==> src/rtl/uart_pkg.sv <==
// Shared types and constants for the UART transmit path.
package uart_pkg;

   localparam int unsigned BYTE_W         = 8;
   localparam int unsigned GAP_W          = 16;
   localparam int unsigned GAP_CYCLES_DEF = 16;

   typedef enum logic [2:0] {
      IDLE = 3'd0,
      RD   = 3'd1,
      WAIT = 3'd2,
      SEND = 3'd3,
      GAP  = 3'd4
   } txc_state_t;

endpackage

==> src/rtl/uart_tx_fifo_ctrl.sv <==
// Transmit scheduler: issues single FIFO read strobes and hands bytes to the UART framer.
// Build option TXC_GAP_EN inserts GAP_CYCLES idle clocks after each accepted byte.
module uart_tx_fifo_ctrl
   import uart_pkg::*;
#(
   parameter int unsigned GAP_CYCLES = GAP_CYCLES_DEF,
   parameter int unsigned CNT_WIDTH  = 16
) (
   input  logic                 clk,
   input  logic                 rst,
   input  logic                 enable_i,
   input  logic                 abort_i,
   input  logic [BYTE_W-1:0]    fifo_data_i,
   input  logic                 fifo_empty_i,
   output logic                 fifo_n_re_o,
   output logic [BYTE_W-1:0]    tx_data_o,
   output logic                 tx_valid_o,
   input  logic                 tx_ready_i,
   output logic                 busy_o,
   output logic [CNT_WIDTH-1:0] sent_cnt_o
);

   if (GAP_CYCLES < 1 || GAP_CYCLES > (2 ** GAP_W) - 1) begin : g_gap_range
      $error("uart_tx_fifo_ctrl: GAP_CYCLES must be in 1..65535");
   end

   txc_state_t       state;
   logic             rd_hold;
   logic             handshake;
   logic             start_ok;
`ifdef TXC_GAP_EN
   logic [GAP_W-1:0] gap_cnt;
`endif

   assign handshake = tx_valid_o && tx_ready_i;

   // rd_hold masks the IDLE cycle right after an aborted RD, when the empty flag is still stale
   assign start_ok  = enable_i && !fifo_empty_i && !abort_i && !rd_hold;

   always_ff @(posedge clk or posedge rst) begin
      if (rst) begin
         state       <= IDLE;
         rd_hold     <= 1'b0;
         fifo_n_re_o <= 1'b1;
         tx_data_o   <= '0;
         tx_valid_o  <= 1'b0;
         busy_o      <= 1'b0;
         sent_cnt_o  <= '0;
`ifdef TXC_GAP_EN
         gap_cnt     <= '0;
`endif
      end else begin
         rd_hold     <= 1'b0;
         fifo_n_re_o <= 1'b1;

         // An accepted byte always counts, even if abort_i arrives in the same cycle
         if (handshake) begin
            tx_valid_o <= 1'b0;
            sent_cnt_o <= sent_cnt_o + CNT_WIDTH'(1);
         end

         case (state)
            IDLE: begin
               if (start_ok) begin
                  state       <= RD;
                  fifo_n_re_o <= 1'b0;
                  busy_o      <= 1'b1;
               end
            end
            RD: begin
               rd_hold <= 1'b1;
               if (abort_i) begin
                  state  <= IDLE;
                  busy_o <= 1'b0;
               end else begin
                  state <= WAIT;
               end
            end
            WAIT: begin
               if (abort_i) begin
                  state      <= IDLE;
                  tx_valid_o <= 1'b0;
                  busy_o     <= 1'b0;
               end else begin
                  tx_data_o  <= fifo_data_i;
                  tx_valid_o <= 1'b1;
                  state      <= SEND;
               end
            end
            SEND: begin
               if (abort_i) begin
                  state      <= IDLE;
                  tx_valid_o <= 1'b0;
                  busy_o     <= 1'b0;
               end else if (handshake) begin
`ifdef TXC_GAP_EN
                  state   <= GAP;
                  gap_cnt <= GAP_W'(GAP_CYCLES - 1);
`else
                  state   <= IDLE;
                  busy_o  <= 1'b0;
`endif
               end
            end
`ifdef TXC_GAP_EN
            GAP: begin
               if (abort_i || gap_cnt == '0) begin
                  state   <= IDLE;
                  busy_o  <= 1'b0;
                  gap_cnt <= '0;
               end else begin
                  gap_cnt <= gap_cnt - GAP_W'(1);
               end
            end
`endif
            default: begin
               state      <= IDLE;
               tx_valid_o <= 1'b0;
               busy_o     <= 1'b0;
            end
         endcase
      end
   end

endmodule
==> config.mk <==
export PLATFORM = sky130hd
export DESIGN_NAME = uart_tx_fifo_ctrl
export DESIGN_NICKNAME = d
export VERILOG_FILES = /design/src/rtl/uart_pkg.sv /design/src/rtl/uart_tx_fifo_ctrl.sv
export SDC_FILE = /design/constraint.sdc
export NUM_CORES = 1
export LEC_CHECK = 0
export ABC_AREA = 1
export CAP_MARGIN = 20
export CORE_UTILIZATION = 47
export CTS_CLUSTER_SIZE = 28
export DETAILED_ROUTE_END_ITERATION = 7
export PLACE_DENSITY = 0.79
export SLEW_MARGIN = 30
export SYNTH_ARGS = -nofsm -noshare
export SYNTH_HDL_FRONTEND = slang
export SYNTH_SLANG_ARGS = --single-unit
==> constraint.sdc <==
create_clock -name clk -period 1.6 [get_ports clk]
set_input_delay 0.32 -clock clk [delete_from_list [all_inputs] [get_ports clk]]
set_output_delay 0.32 -clock clk [all_outputs]
set_load 0.03 [all_outputs]
* Word-level counts from Yosys, hierarchy flattened
Cells that the tools add are included.
** Cells by class
- Equality and inequality tests :: 6
- Reduce and logical (&&, ||, !) cells :: 13
- Mux-type cells :: 18
- Bitwise gates (word level) :: 1
- Add/subtract/negate cells :: 1
** Operators by type and width (count)
- adder 16 x 1 -> 16 bit (second input constant) :: 1
- one-hot mux 3 bit (4 select lines) :: 1
- 2-to-1 mux 1 bit :: 10
- 2-to-1 mux 3 bit :: 3
- == test 3 x 2 -> 1 bit (second input constant) :: 2
- one-hot mux 1 bit (3 select lines) :: 2
- logical AND 1 bit :: 4
- 2-to-1 mux 2 bit :: 2
- AND reduction 2 bit :: 2
- OR reduction 2 bit :: 2
- == test 3 x 1 -> 1 bit (second input constant) :: 1
- zero test 1 bit :: 3
- zero test 3 bit :: 1
- inequality test 3 bit (second input constant) :: 1
- AND reduction 3 bit :: 1
- inequality test 2 x 1 -> 1 bit (second input constant) :: 1
- inequality test 2 bit (second input constant) :: 1
- NOT 1 bit :: 1
** Word-level totals
- Bits of input ports :: 14
- Word-level logic and storage cells :: 46
- Flip-flop bits (word level) :: 31

* Longest topological paths before layout
- Depth in word-level cells :: 6
- Mapped depth :: 8
- Mapped depth without buffers :: 8

* Worst setup path after synthesis
Ideal clock, no wire load.
- Path type :: reg-to-reg
- Start :: register sent_cnt_o[0]
- End :: register sent_cnt_o[14]
- Required time :: 1.482 ns
- Clock period less this slack :: 1.432 ns
- Library setup time :: 0.118 ns
- Slack :: 0.168 ns
- Arrival time :: 1.314 ns
- Stages on the path, launching flop included :: 9
- Cell sequence :: dfrtp_1 > ha_1 > nand3_1 > nor2_4 > nand2_4 > inv_1 > nand2_1 > nand2_1 > nand2_1
** On the way
- Longest elaborated chain between the ends :: 1
** RTL lines
- from (decl) :: RTL line uart_tx_fifo_ctrl.sv:20 : output logic [CNT_WIDTH-1:0] sent_cnt_o
- from (signal assigned) :: RTL line uart_tx_fifo_ctrl.sv:59 : sent_cnt_o <= sent_cnt_o + CNT_WIDTH'(1);
- adder 16 x 1 -> 16 bit :: RTL line uart_tx_fifo_ctrl.sv:59
No other way between the ends.
A chain may end at the register's enable or synchronous reset.

* Final worst setup path
- Start :: register fifo_n_re_o
- End :: output port fifo_n_re_o
** RTL lines
- from (decl) :: RTL line uart_tx_fifo_ctrl.sv:15 : output logic fifo_n_re_o,
- from (signal assigned) :: RTL line uart_tx_fifo_ctrl.sv:44 : fifo_n_re_o <= 1'b1;
- from (signal assigned) :: RTL line uart_tx_fifo_ctrl.sv:54 : fifo_n_re_o <= 1'b1;
- from (signal assigned) :: RTL line uart_tx_fifo_ctrl.sv:66 : fifo_n_re_o <= 1'b0;
No word-level cell between the ends.

==> flow_summary_export.csv <==
group,metric,value,unit
setup_path,r2r_end,"sent_cnt_o[14]",
sta,slew_headroom,0.7491,
setup_path,crit_type,"reg2out",
setup_path,worstPathArrival,1.22,ns
setup_path,ff2ff_setup_slack,0.30,ns
drt,ant_nets,0,
power,p_leak,1.106,nW
yosys,synth_top_area_cell,"dfrtp_1",
setup_path,end_kind,"output pin",
global_routing,grt.total_usage,0.2059,
global_routing,grt_first_pass_wirelength,5126,µm
yosys,netlist_area,1456,µm²
placed_design,place_congestion,0.7784,
sta,rsz0062_at_grt,"false",
setup_path,crit_buf_inv,1,
setup_path,cp_slowest_cell,"dfstp_2",
floorplanning,start_util,0.5105,
layout,diodes,0,
power,power.total,2.545,mW
global_routing,grt_pass1_vias,1252,
sta,layout_min_cycle_time,1.543,ns
setup_path,reg2reg_depth,8,
clock_network,cts_tree,"built",
yosys,synth-edff-count,0,
yosys,synthesis.nets,186,
hold_path,hold_path.class,"in2async",
global_routing,antenna_found_initial,0,
yosys,async_flop_share,1.000,
yosys,synthFlopType,"dfrtp_1",
clock_network,insertion_delay,0.33,ns
power,p_per_area,1294,nW/µm²
yosys,avgSynthCellArea,8.773,µm²
status,status,"finished, violations left",
clock_network,postCtsSetupBuffers,0,
clock_network,cts_buffers,5,
flow_run,cap_violations,0,
yosys,synthDistinctLibCells,19,
yosys,synth_commonest_cells,"nand2_1 (53), dfrtp_1 (29), inv_1 (23)",
sta,skew,0.006549,ns
layout,area_growth,35.05,%
sta,worst-slew-pin-transition,0.3764,ns
drt,viasPerCell,4.960,
yosys,yosysSeqAreaShare,0.5163,
yosys,yosys.area.top_type_share,0.4983,
global_routing,overflow,0,
layout,layout-drive-gt1-share,0.1091,
drt,drc,2,
yosys,synth_seq_cells,30,
sta,fin_ws,0.05699,ns
floorplanning,die_h,57.67,µm
clock_network,ctsResizeCount,27,
setup_path,max_stage_delay,0.52,ns
floorplanning,fp.coreArea,2853,µm²
layout,nets,239,
setup_path,crit_chain,"dlygate4sd2_1",
drt,wl,2976,µm
floorplanning,die_x,57.67,µm
setup_path,critPathLaunchType,"flop",
sta,setup_viol,0,
status,violations,"design-rule violations",
drt,drtIter0Drc,40,
layout,nFillCells,241,
setup_path,cp_top_family,"flip-flops",
yosys,yosysWarnings,0,
placed_design,preCtsSetupSlack,-0.01124,ns
floorplanning,die-area,3325,µm²
global_routing,grt_max_degree,31,
placed_design,dp_hpwl,2306,µm
yosys,yosys-top-cells-area,"dfrtp_1 (50%), nand2_1 (14%), inv_1 (5.9%)",
floorplanning,io_pins,41,
clock_network,clock_sinks,30,
setup_path,cp_max_fo,1,
sta,max_freq,648.1,MHz
drt,wl_per_cell,11.86,µm
floorplanning,rows,19,
yosys,synth_cells,166,
clock_network,path_clk_slew,0.10,ns
drt,dr.pass1.iters,6,
clock_network,cts_hold_buf,0,
sta,min_period_over_period,0.9644,
sta,hold_viol,0,
clock_network,cts_root_buf,"clkbuf_4",
layout,register_area,752.0,µm²
setup_path,cp_data_required_time,1.28,ns
clock_network,clk_path_buf_depth,2,
clock_network,htree_levels,2,
sta,slew_viol_final,0,
drt,vias,1245,
layout,multi_input_area,614.3,µm²
power,max-vdd-ir-drop,0.9426,mV
placed_design,numPortBuffers,40,
setup_path,r2r-start,"sent_cnt_o[0]",
yosys,yosysMostFrequentCell,"nand2_1",
==> worst max-delay path by stage <==
| stage | from | end | slack [ns] | depth (start not counted) |
|---|---|---|---|---|
| 2_1_floorplan | sent_cnt_o[0] | sent_cnt_o[14] | 0.17 | 8 |
| 3_3_place_gp | tx_ready_i | sent_cnt_o[9] | 0.01 | 6 |
| 6_report | fifo_n_re_o | fifo_n_re_o | 0.06 | 1 |
| 5_1_grt | fifo_n_re_o | fifo_n_re_o | 0.03 | 1 |
| 4_1_cts | fifo_n_re_o | fifo_n_re_o | 0.04 | 1 |
| 3_5_place_dp | tx_ready_i | sent_cnt_o[9] | -0.01 | 6 |
==> registers in the layout (all words and copies together) (netlist names) <==
name,count
fifo_n_re_o,1
state,2
sent_cnt_o,16
busy_o,1
tx_valid_o,1
rd_hold,1
tx_data_o,8
==> per-stage QoR <==
| step | utilization | hold WS [ns] | std cells | setup TNS [ns] | instance area, µm² |
|---|---|---|---|---|---|
| 6_report | 0.6895 | 0.3666 | 251 | 0 | 1967 |
| 5_1_grt | 0.6895 | 0.4159 | 251 | 0 | 1967 |
| 4_1_cts | 0.6895 | 0.3766 | 251 | 0 | 1967 |
| 3_5_place_dp | 0.6803 | 0.4690 | 243 | -0.02172 | 1941 |
| 3_3_place_gp | 0.6803 | 0.4512 | 243 | 0 | 1941 |
| 2_1_floorplan | - | 0.4101 | 166 | 0 | 1456 |
==> cell type report <==
cell class | instances | area share
Sequential cell | 30 | 0.3823
Multi-Input combinational cell | 112 | 0.3123
Timing Repair Buffer | 46 | 0.2093
Inverter | 24 | 0.04580
Clock buffer | 7 | 0.02799
Tap cell | 31 | 0.01972
Clock inverter | 1 | 0.002545
==> where the power goes <==
group,switching (mW),leakage (nW),internal (mW),total (mW)
sequential,0.134,0.383,0.945,1.08
clock,0.266,0.0353,0.213,0.479
combinational,0.643,0.687,0.344,0.987
total,1.04,1.11,1.50,2.54
==> per-layer routing <==
layer  wire (µm)  share of wire  vias up  track usage
met5           0              0        -            0
met4          39          0.013        0      0.08163
met3         141          0.047        5      0.06027
met2        1532           0.51       31       0.3804
met1        1263           0.42      588       0.2202
li1            -              -      621            -
==> cells in the final DEF (no fill, tap or decap), types with 6 or more instances in the layout <==
cell type and n:
nand3_1 11, clkdlybuf4s50_1 13, ha_1 6, nor2_1 7, dfrtp_1 29, buf_4 6, xnor2_1 6, nand2_1 53
inv_1 23, dlygate4sd2_1 27
==> kinds of logic (layout without fill, tap and decap cells) <==
logic type	count (synthesis)	after routing	share of synthesized area
AOI/OAI and AO/OA	6	6	0.02234
xor gates and xnor gates	11	11	0.06615
adders and majority gates	6	6	0.05155
buffers and inverters	24	78	0.06185
DFF	30	30	0.5163
and+or+nand+nor	89	89	0.2818
No activity file was read; power rests on OpenSTA's default activity.
